## config.mk

```make
export PLATFORM = sky130hd
export DESIGN_NAME = adc_reader
export DESIGN_NICKNAME = d
export VERILOG_FILES = /design/src/rtl/adc_pkg.sv /design/src/rtl/adc_reader_rr_arbiter.sv /design/src/rtl/adc_reader.sv
export SDC_FILE = /design/constraint.sdc
export NUM_CORES = 1
export LEC_CHECK = 0
export ABC_CLOCK_PERIOD_IN_PS = 9900
export CORE_ASPECT_RATIO = 0.6
export CORE_UTILIZATION = 56
export CTS_CLUSTER_DIAMETER = 30
export DETAILED_ROUTE_END_ITERATION = 10
export PLACE_DENSITY = 0.94
export SYNTH_ARGS = -nofsm -noshare
export SYNTH_HDL_FRONTEND = slang
export SYNTH_SLANG_ARGS = --single-unit
```

## constraint.sdc

```tcl
create_clock -name clk -period 9.9 [get_ports clk]
set_clock_uncertainty 0.15 [all_clocks]
set_input_delay 1.485 -clock clk [delete_from_list [all_inputs] [get_ports clk]]
set_output_delay 1.485 -clock clk [all_outputs]
set_load 0.005 [all_outputs]
```

## src/rtl/adc_pkg.sv

```systemverilog
// Shared parameters, FSM encoding and round-robin helper for the ADC reader.
package adc_pkg;
  localparam int ADC_NCH = 8;
  localparam int ADC_DW  = 10;
  localparam int ADC_CW  = 3;

  typedef enum logic {
    S_IDLE = 1'b0,
    S_SEND = 1'b1
  } state_t;

  // Index following idx in a ring of n entries (n-1 wraps to 0).
  function automatic int rr_next(input int idx, input int n);
    return (idx >= n - 1) ? 0 : idx + 1;
  endfunction
endpackage

```

## src/rtl/adc_reader_rr_arbiter.sv

```systemverilog
// Combinational round-robin picker: search starts one past ptr and wraps.
module rr_arbiter
  import adc_pkg::*;
#(
  parameter int NCH = ADC_NCH,
  parameter int CW  = $clog2(NCH)
) (
  input  logic [NCH-1:0] req,
  input  logic [CW-1:0]  ptr,
  output logic           gnt_any,
  output logic [CW-1:0]  gnt_idx
);
  logic [CW-1:0]    start;
  logic [CW-1:0]    off;
  logic [CW:0]      sum;
  logic [2*NCH-1:0] dbl;
  logic [NCH-1:0]   rot;

  // Rotate so the start position sits at bit 0, pick the lowest set bit, rotate back.
  always_comb begin
    start   = CW'(rr_next(int'(ptr), NCH));
    dbl     = {req, req} >> start;
    rot     = dbl[NCH-1:0];
    gnt_any = |rot;
    off     = '0;
    for (int k = NCH - 1; k >= 0; k--)
      if (rot[k]) off = CW'(k);
    sum = {1'b0, start} + {1'b0, off};
    if (sum >= (CW+1)'(NCH)) sum = sum - (CW+1)'(NCH);
    gnt_idx = sum[CW-1:0];
  end
endmodule

```

## src/rtl/adc_reader.sv

```systemverilog
// Snapshots completed SAR channel samples and streams {chan, data} round-robin
// over valid/ready. Outputs are fully registered; bank_in only reaches them via snapshots.
module adc_reader
  import adc_pkg::*;
#(
  parameter int NCH = ADC_NCH,
  parameter int DW  = ADC_DW,
  parameter int CW  = $clog2(NCH)
) (
  input  logic              clk,
  input  logic              reset,
  input  logic [NCH*DW-1:0] bank_in,
  input  logic [NCH-1:0]    conv_done,
  output logic              m_valid,
  input  logic              m_ready,
  output logic [CW-1:0]     m_chan,
  output logic [DW-1:0]     m_data,
  output logic [NCH-1:0]    overrun,
  input  logic              clr_overrun
);
  state_t                 state_q, state_d;
  logic [NCH-1:0][DW-1:0] snap_q;
  logic [NCH-1:0][DW-1:0] bank;
  logic [NCH-1:0]         pending_q;
  logic [NCH-1:0]         gnt_oh;
  logic [CW-1:0]          ptr_q;
  logic [CW-1:0]          gnt_idx;
  logic                   gnt_any;
  logic                   gnt;

  assign bank    = bank_in;
  assign m_valid = (state_q == S_SEND);

  rr_arbiter #(.NCH(NCH), .CW(CW)) u_arb (
    .req     (pending_q),
    .ptr     (ptr_q),
    .gnt_any (gnt_any),
    .gnt_idx (gnt_idx)
  );

  // Next state and grant: grant when the output register is free or being drained this cycle.
  always_comb begin
    state_d = state_q;
    gnt     = 1'b0;
    case (state_q)
      S_IDLE: if (gnt_any) begin
        gnt     = 1'b1;
        state_d = S_SEND;
      end
      S_SEND: if (m_ready) begin
        if (gnt_any) gnt = 1'b1;
        else         state_d = S_IDLE;
      end
    endcase
  end

  // One-hot of the channel being granted this cycle.
  always_comb gnt_oh = gnt ? (NCH'(1) << gnt_idx) : '0;

  // State, rr pointer and output word register.
  always_ff @(posedge clk or posedge reset) begin
    if (reset) begin
      state_q <= S_IDLE;
      ptr_q   <= CW'(NCH - 1);
      m_chan  <= '0;
      m_data  <= '0;
    end else begin
      state_q <= state_d;
      if (gnt) begin
        ptr_q  <= gnt_idx;
        m_chan <= gnt_idx;
        m_data <= snap_q[gnt_idx];  // pre-edge snapshot: a same-cycle capture goes out next
      end
    end
  end

  // Per-channel capture, pending and sticky overrun (a new overrun beats the clear).
  always_ff @(posedge clk or posedge reset) begin
    if (reset) begin
      snap_q    <= '0;
      pending_q <= '0;
      overrun   <= '0;
    end else begin
      for (int i = 0; i < NCH; i++) begin
        if (conv_done[i]) snap_q[i] <= bank[i];
        pending_q[i] <= conv_done[i] | (pending_q[i] & ~gnt_oh[i]);
        if (conv_done[i] && pending_q[i] && !gnt_oh[i]) overrun[i] <= 1'b1;
        else if (clr_overrun)                           overrun[i] <= 1'b0;
      end
    end
  end
endmodule

```

== Word level (Yosys, flattened, before mapping) ==
Index checks and enable logic that the tools add are counted.

* Register bits: 113
* Bits of input ports: 92
* Logic and storage cells: 114
* Output and inout bits: 22

* $add $sub $neg: 3
* Mux-type cells: 27
* Bitwise operators: 25
* Order comparisons: 3
* Reduce and logical (&&, ||, !) cells: 33
* Shift operators: 2

{| class="wikitable"
|+ Operators by type and width
! operator !! number
|-
| binary-select mux 10 bit (select 3 bit) || 1
|-
| 2-to-1 mux 3 bit || 10
|-
| logical AND 1 bit || 16
|-
| nonzero test 2 bit || 8
|-
| right shift 16 x 3 -> 8 bit || 1
|-
| 2-to-1 mux 1 bit || 12
|-
| 2-to-1 mux 10 bit || 1
|-
| NOT 1 bit || 9
|-
| bitwise AND 1 bit || 8
|-
| zero test 1 bit || 8
|-
| 2-to-1 mux 8 bit || 1
|-
| OR 1 bit || 8
|-
| OR reduction 8 bit || 1
|-
| << shifter 1 x 3 -> 8 bit, first input constant || 1
|-
| adder 3 x 3 -> 4 bit || 1
|-
| greater-or-equal comparator 4 bit, second input constant || 1
|-
| < comparator 3 x 4 -> 1 bit, second input constant || 1
|-
| one-hot mux 1 bit (2 select lines) || 2
|-
| adder 3 x 1 -> 3 bit, second input constant || 1
|-
| greater-or-equal comparator 3 bit, second input constant || 1
|-
| subtractor 3 x 1 -> 3 bit, second input constant || 1
|}

== Longest topological paths before layout ==
* Word-level depth: 19
* Mapped depth: 20
* Depth with buffers taken out: 16

== Hierarchy ==
From an unflattened synthesis, not the netlist that was laid out.

* Cells, all modules: 388
* Area, all modules: 5417.7 um^2

{| class="wikitable"
|+ Modules (own cells, without submodules)
! module !! area each (um^2) !! instances !! cells each
|-
| adc_reader || 4947.2 || 1 || 345
|-
| rr_arbiter || 470.5 || 1 || 43
|}

== Worst setup path after synthesis ==
OpenSTA, ideal clock, no wires.

* Kind: reg-to-reg
* Start point: reg ptr_q[0]
* End point: reg m_data[0]
* Slack: 5.181 ns
* Arrival: 4.449 ns
* Stages on the path, launching flop included: 21
* Clock period less this slack: 4.719 ns
* Library setup time: 0.120 ns
* Cells stage by stage: dfstp_2 -> ha_1 -> ha_1 -> nor2_4 -> buf_6 -> mux2i_1 -> mux4_2 -> o21ai_0 -> a21boi_0 -> o21ai_0 -> and2_1 -> ha_1 -> inv_1 -> fa_1 -> buf_2 -> buf_1 -> clkbuf_1 -> mux4_2 -> nor3_1 -> o21ai_0 -> o211a_1

* Longest elaborated chain between the ends: 16
* Elaborated cells on any way between the ends: 22
* Those cells by class: add/sub: 3; order compare: 2; shift: 1; mux: 15; reduce/logical: 1

{| class="wikitable"
|+ Ends and longest elaborated chain
! element !! line !! text
|-
| start, declared || adc_reader.sv:26 || <nowiki>logic [CW-1:0] ptr_q;</nowiki>
|-
| start signal, assigned || adc_reader.sv:64 || <nowiki>ptr_q <= CW'(NCH - 1);</nowiki>
|-
| start signal, assigned || adc_reader.sv:70 || <nowiki>ptr_q <= gnt_idx;</nowiki>
|-
| adder 3 x 1 -> 3 bit / greater-or-equal comparator 3 bit (equally long branches) || adc_pkg.sv:14 || <nowiki>return (idx >= n - 1) ? 0 : idx + 1;</nowiki>
|-
| 2-to-1 mux 3 bit * || adc_pkg.sv:14 ||
|-
| right shift 16 x 3 -> 8 bit || adc_reader_rr_arbiter.sv:22 || <nowiki>dbl = {req, req} >> start;</nowiki>
|-
| 2-to-1 mux 3 bit (8 in a row) || adc_reader_rr_arbiter.sv:27 || <nowiki>if (rot[k]) off = CW'(k);</nowiki>
|-
| adder 3 x 3 -> 4 bit || adc_reader_rr_arbiter.sv:28 || <nowiki>sum = {1'b0, start} + {1'b0, off};</nowiki>
|-
| greater-or-equal comparator 4 bit / subtractor 3 x 1 -> 3 bit (equally long branches) || adc_reader_rr_arbiter.sv:29 || <nowiki>if (sum >= (CW+1)'(NCH)) sum = sum - (CW+1)'(NCH);</nowiki>
|-
| 2-to-1 mux 3 bit || adc_reader_rr_arbiter.sv:29 ||
|-
| binary-select mux 10 bit (select 3 bit) || adc_reader.sv:72 || <nowiki>m_data <= snap_q[gnt_idx];</nowiki>
|-
| 2-to-1 mux 10 bit (not written as such) || adc_reader.sv:72 ||
|-
| end signal, assigned || adc_reader.sv:72 ||
|-
| end, declared || adc_reader.sv:17 || <nowiki>output logic [DW-1:0] m_data,</nowiki>
|}

Every way passes the cells marked *; elsewhere a longest branch is shown, timed or not. The select of a mux whose other input is x is not followed.
A chain may end at the register's enable or synchronous reset.

== Worst setup path in the final report ==
* Start point: reg ptr_q[0]
* End point: reg m_data[5]

The elaborated chain is that of the path after synthesis.

==> summary.md <==
| Metric | Value |
|---|---|
| Max Cap Viol | 0 |
| Mux share of post-synthesis cell area | 0.302 |
| Initial antenna violation count | 0 |
| CP Launch Type | flip-flop |
| XOR/XNOR Fraction of Synth Area | 0.00310 |
| CTS buffer count | 17 |
| Buffers on Ports | 113 |
| CTS tree | yes |
| DRT Wirelength | 15.9 mm |
| Critical Path AT | 5.75 ns |
| Sink Count | 113 |
| Status | finished clean |
| Total power | 2.57 mW |
| Dominant cell type by area after synthesis | dfrtp_1 |
| R2r setup slk | 4.31 ns |
| Post-synthesis cell area | 0.00565 mm^2 |
| Die Area | 0.0105 mm^2 |
| Synth Area in Compound Gates | 0.0768 |
| Synth-to-layout area growth | 32.3% |
| Routed Antenna Nets | 0 |
| DRT Pass-1 Iters | 5 |
| DR top layer | met4 |
| Post-Synth Adder-Cell Area | 0.0102 |
| Fin Setup TNS | 0 ns |
| Max clock buf depth | 2 |
| Chip height | 79.8 um |
| Dpl hpwl | 10.9 mm |
| Gr ovfl total | 0 |
| Post-synthesis cell type count | 38 |
| Cell Pwr Density | 345 mW/mm^2 |
| Total track usage | 0.331 |
| Crit. End Element | flip-flop |
| Drt via density | 6.44 |
| Asr flop ratio synth | 1.00 |
| IO Pins | 114 |
| Max rail drop VDD | 0.231 mV |
| Clock transition at path regs | 0.05 ns |
| Routed wire per std cell | 23.2 um |
| Largest family of logic cells by synthesized area | multiplexers |
| Global-route wire length before repair | 25.4 mm |
| Leak | 3.10 nW |
| Critical path startpoint | ptr_q[0]$_DFFE_PP1P_ |
| Row count | 27 |
| Fin crit share | 0.565 |
| Synth area leaders | dfrtp_1, mux2_2, mux4_2 |
| Antenna Cells | 0 |
| Min cycle time layout | 5.59 ns |
| Die Wd | 132 um |
| Cells after Synth | 435 |
| H-tree depth | 4 |
| Hold crit path type | flip-flop to flip-flop |
| Ys flop type | dfrtp_1 |
| Routability cong. | 0.937 |
| Met1 wire length | 6.39 mm |
| Final Non-Filler Cells | 685 |
| WP data required | 10.05 ns |
| Fmax | 179 MHz |
| Top cell type's share of synthesized area | 0.487 |
| Type of the worst setup path | flip-flop to flip-flop |
| Fin util | 0.787 |
| Nets | 638 |
| RSZ-0062 raised after global routing | no |
| Hold slack | 0.353 ns |
| Final Hold Fails | 0 |
| Root Buffer | clkbuf_16 |
| PnR worst setup slack | 4.31 ns |
| Met2 routed WL | 7.42 mm |
| Critical hold path startpoint | ptr_q[0]$_DFFE_PP1P_ |
| Synth Net Count | 531 |
| Share of post-route cells with drive strength above 1 | 0.277 |
| Post-CTS Setup Bufs | 0 |
| Placed cell areas | 0.00687 mm^2 |
| Post-Syn Area per Cell | 13.0 um^2 |
| Yosys warns | 0 |
| Hold_buf cts | 0 |
| Crit-path cells | ha_1 -> ha_1 -> nor2_4 -> mux2i_1 -> mux4_2 -> o21ai_0 -> a21boi_0 -> o21ai_0 -> and2_1 -> ha_1 -> inv_1 -> fa_1 -> buf_4 -> mux4_2 -> nor3_1 -> o21ai_0 -> o211a_1 |
| Fin. max-slew vios | 0 |
| Clk Latency, worst-skew pair | 0.43 ns |
| Hold endpoint | ptr_q[0]$_DFFE_PP1P_ |
| Reg-to-reg endpoint | m_data[5]$_DFFE_PP0P_ |
| Final Setup Violations | 0 |
| Crit path largest cell delay | 0.95 ns |
| R2r startpoint | ptr_q[0]$_DFFE_PP1P_ |
| Post-synth EDFFs | 0 |
| Post-synthesis simple-gate area fraction | 0.0713 |
| Worst Path Max Fanout | 15 |
| Via count | 4413 |
| Hold-critical path depth | 2 |
| Post-CTS sizing | 0 |
| Slew @ Worst Pin | 1.31 ns |
| Slew headroom | 0.124 |
| Placed insts | 653 |
| R2R cell count | 17 |
| Met3 Routed Length | 1.71 mm |
| Largest net degree at the start of global routing | 73 |
| DRC viols | 0 |
| CP max stage cell | fa_1 |
| Total core area | 0.00949 mm^2 |
| Drt initial violations | 438 |
| Most frequent cells in the layout | clkdlybuf4s50_1, dfrtp_1, mux2_2 |
| Starting density of the core | 0.595 |
| #FFs+latches synth | 113 |
| Vias in the first global route | 4614 |
| Most common cell after layout, fill and taps aside | clkdlybuf4s50_1 |
| Pre-CTS WS | 4.63 ns |
| Seq/Total Area, Yosys | 0.501 |
| Final non-filler cell area | 0.00747 mm^2 |
## worst max path at each step
stage / slack, ns / end / depth (start not counted)
6_report: 4.31 / m_data[5]$_DFFE_PP0P_ / 17
5_1_grt: 4.19 / overrun[2]$_DFFE_PP0P_ / 16
4_1_cts: 4.43 / m_data[5]$_DFFE_PP0P_ / 17
3_5_place_dp: 4.63 / overrun[3]$_DFFE_PP0P_ / 16
3_3_place_gp: 4.77 / overrun[1]$_DFFE_PP0P_ / 16
2_1_floorplan: 5.18 / m_data[0]$_DFFE_PP0P_ / 20
## cell type report
cell class / instances / area (um^2)
Clock buffer: 23 / 478
Tap cell: 130 / 163
Sequential cell: 113 / 2830
Clock inverter: 9 / 129
Fill cell: 506 / 2020
Multi-Input combinational cell: 274 / 2640
Inverter: 19 / 73.8
Timing Repair Buffer: 117 / 1160
## sequential cells by signal (all words and copies together) (netlist names)
name	flops
overrun	8
ptr_q	3
m_chan	3
snap_q	80
pending_q	8
m_data	10
m_valid	1
## cells by family after synthesis
logic type,after synthesis
mux,123
flops,113
simple gates,80
compound gates,65
buf+inv,48
fa+ha+maj,4
xor+xnor,2
## per-layer routing
layer | vias to the layer above | GRT usage
met4 | 0 | 0.135
li1 | 1839 | -
met2 | 327 | 0.512
met1 | 2207 | 0.442
met3 | 40 | 0.0952
met5 | - | 0
## power breakdown
part	internal, mW	total (mW)	switching (mW)
clock network	0.415	0.636	0.221
logic	0.608	1.29	0.681
registers	0.569	0.650	0.0811
## critical path, delay by kind of cell (launching register included)
family | cells | cell delay [ns]
multiplexers | 3 | 1.37
AO/OA/AOI/OAI | 5 | 0.76
adder cells (fa/ha/maj) | 4 | 1.52
AND/OR/NAND/NOR | 3 | 0.81
flip-flops | 1 | 0.39
buffers and inverters | 2 | 0.46
## cell usage after synthesis (2+ instances only)
master,n
dfrtp_1,110
mux2_2,81
nor3_1,40
mux4_2,30
o21ai_0,24
inv_1,19
nand2_1,19
clkbuf_1,13
mux2i_1,12
buf_1,11
o211a_1,10
o21bai_1,8
o22ai_1,8
a21oi_1,5
a211oi_1,4
nand3_1,4
nor2_1,4
buf_2,3
dfstp_2,3
ha_1,3
a31oi_1,2
and4_1,2
buf_6,2
nand3b_1,2
nand4_1,2
xnor2_1,2
No activity file was read; power rests on OpenSTA's default activity.
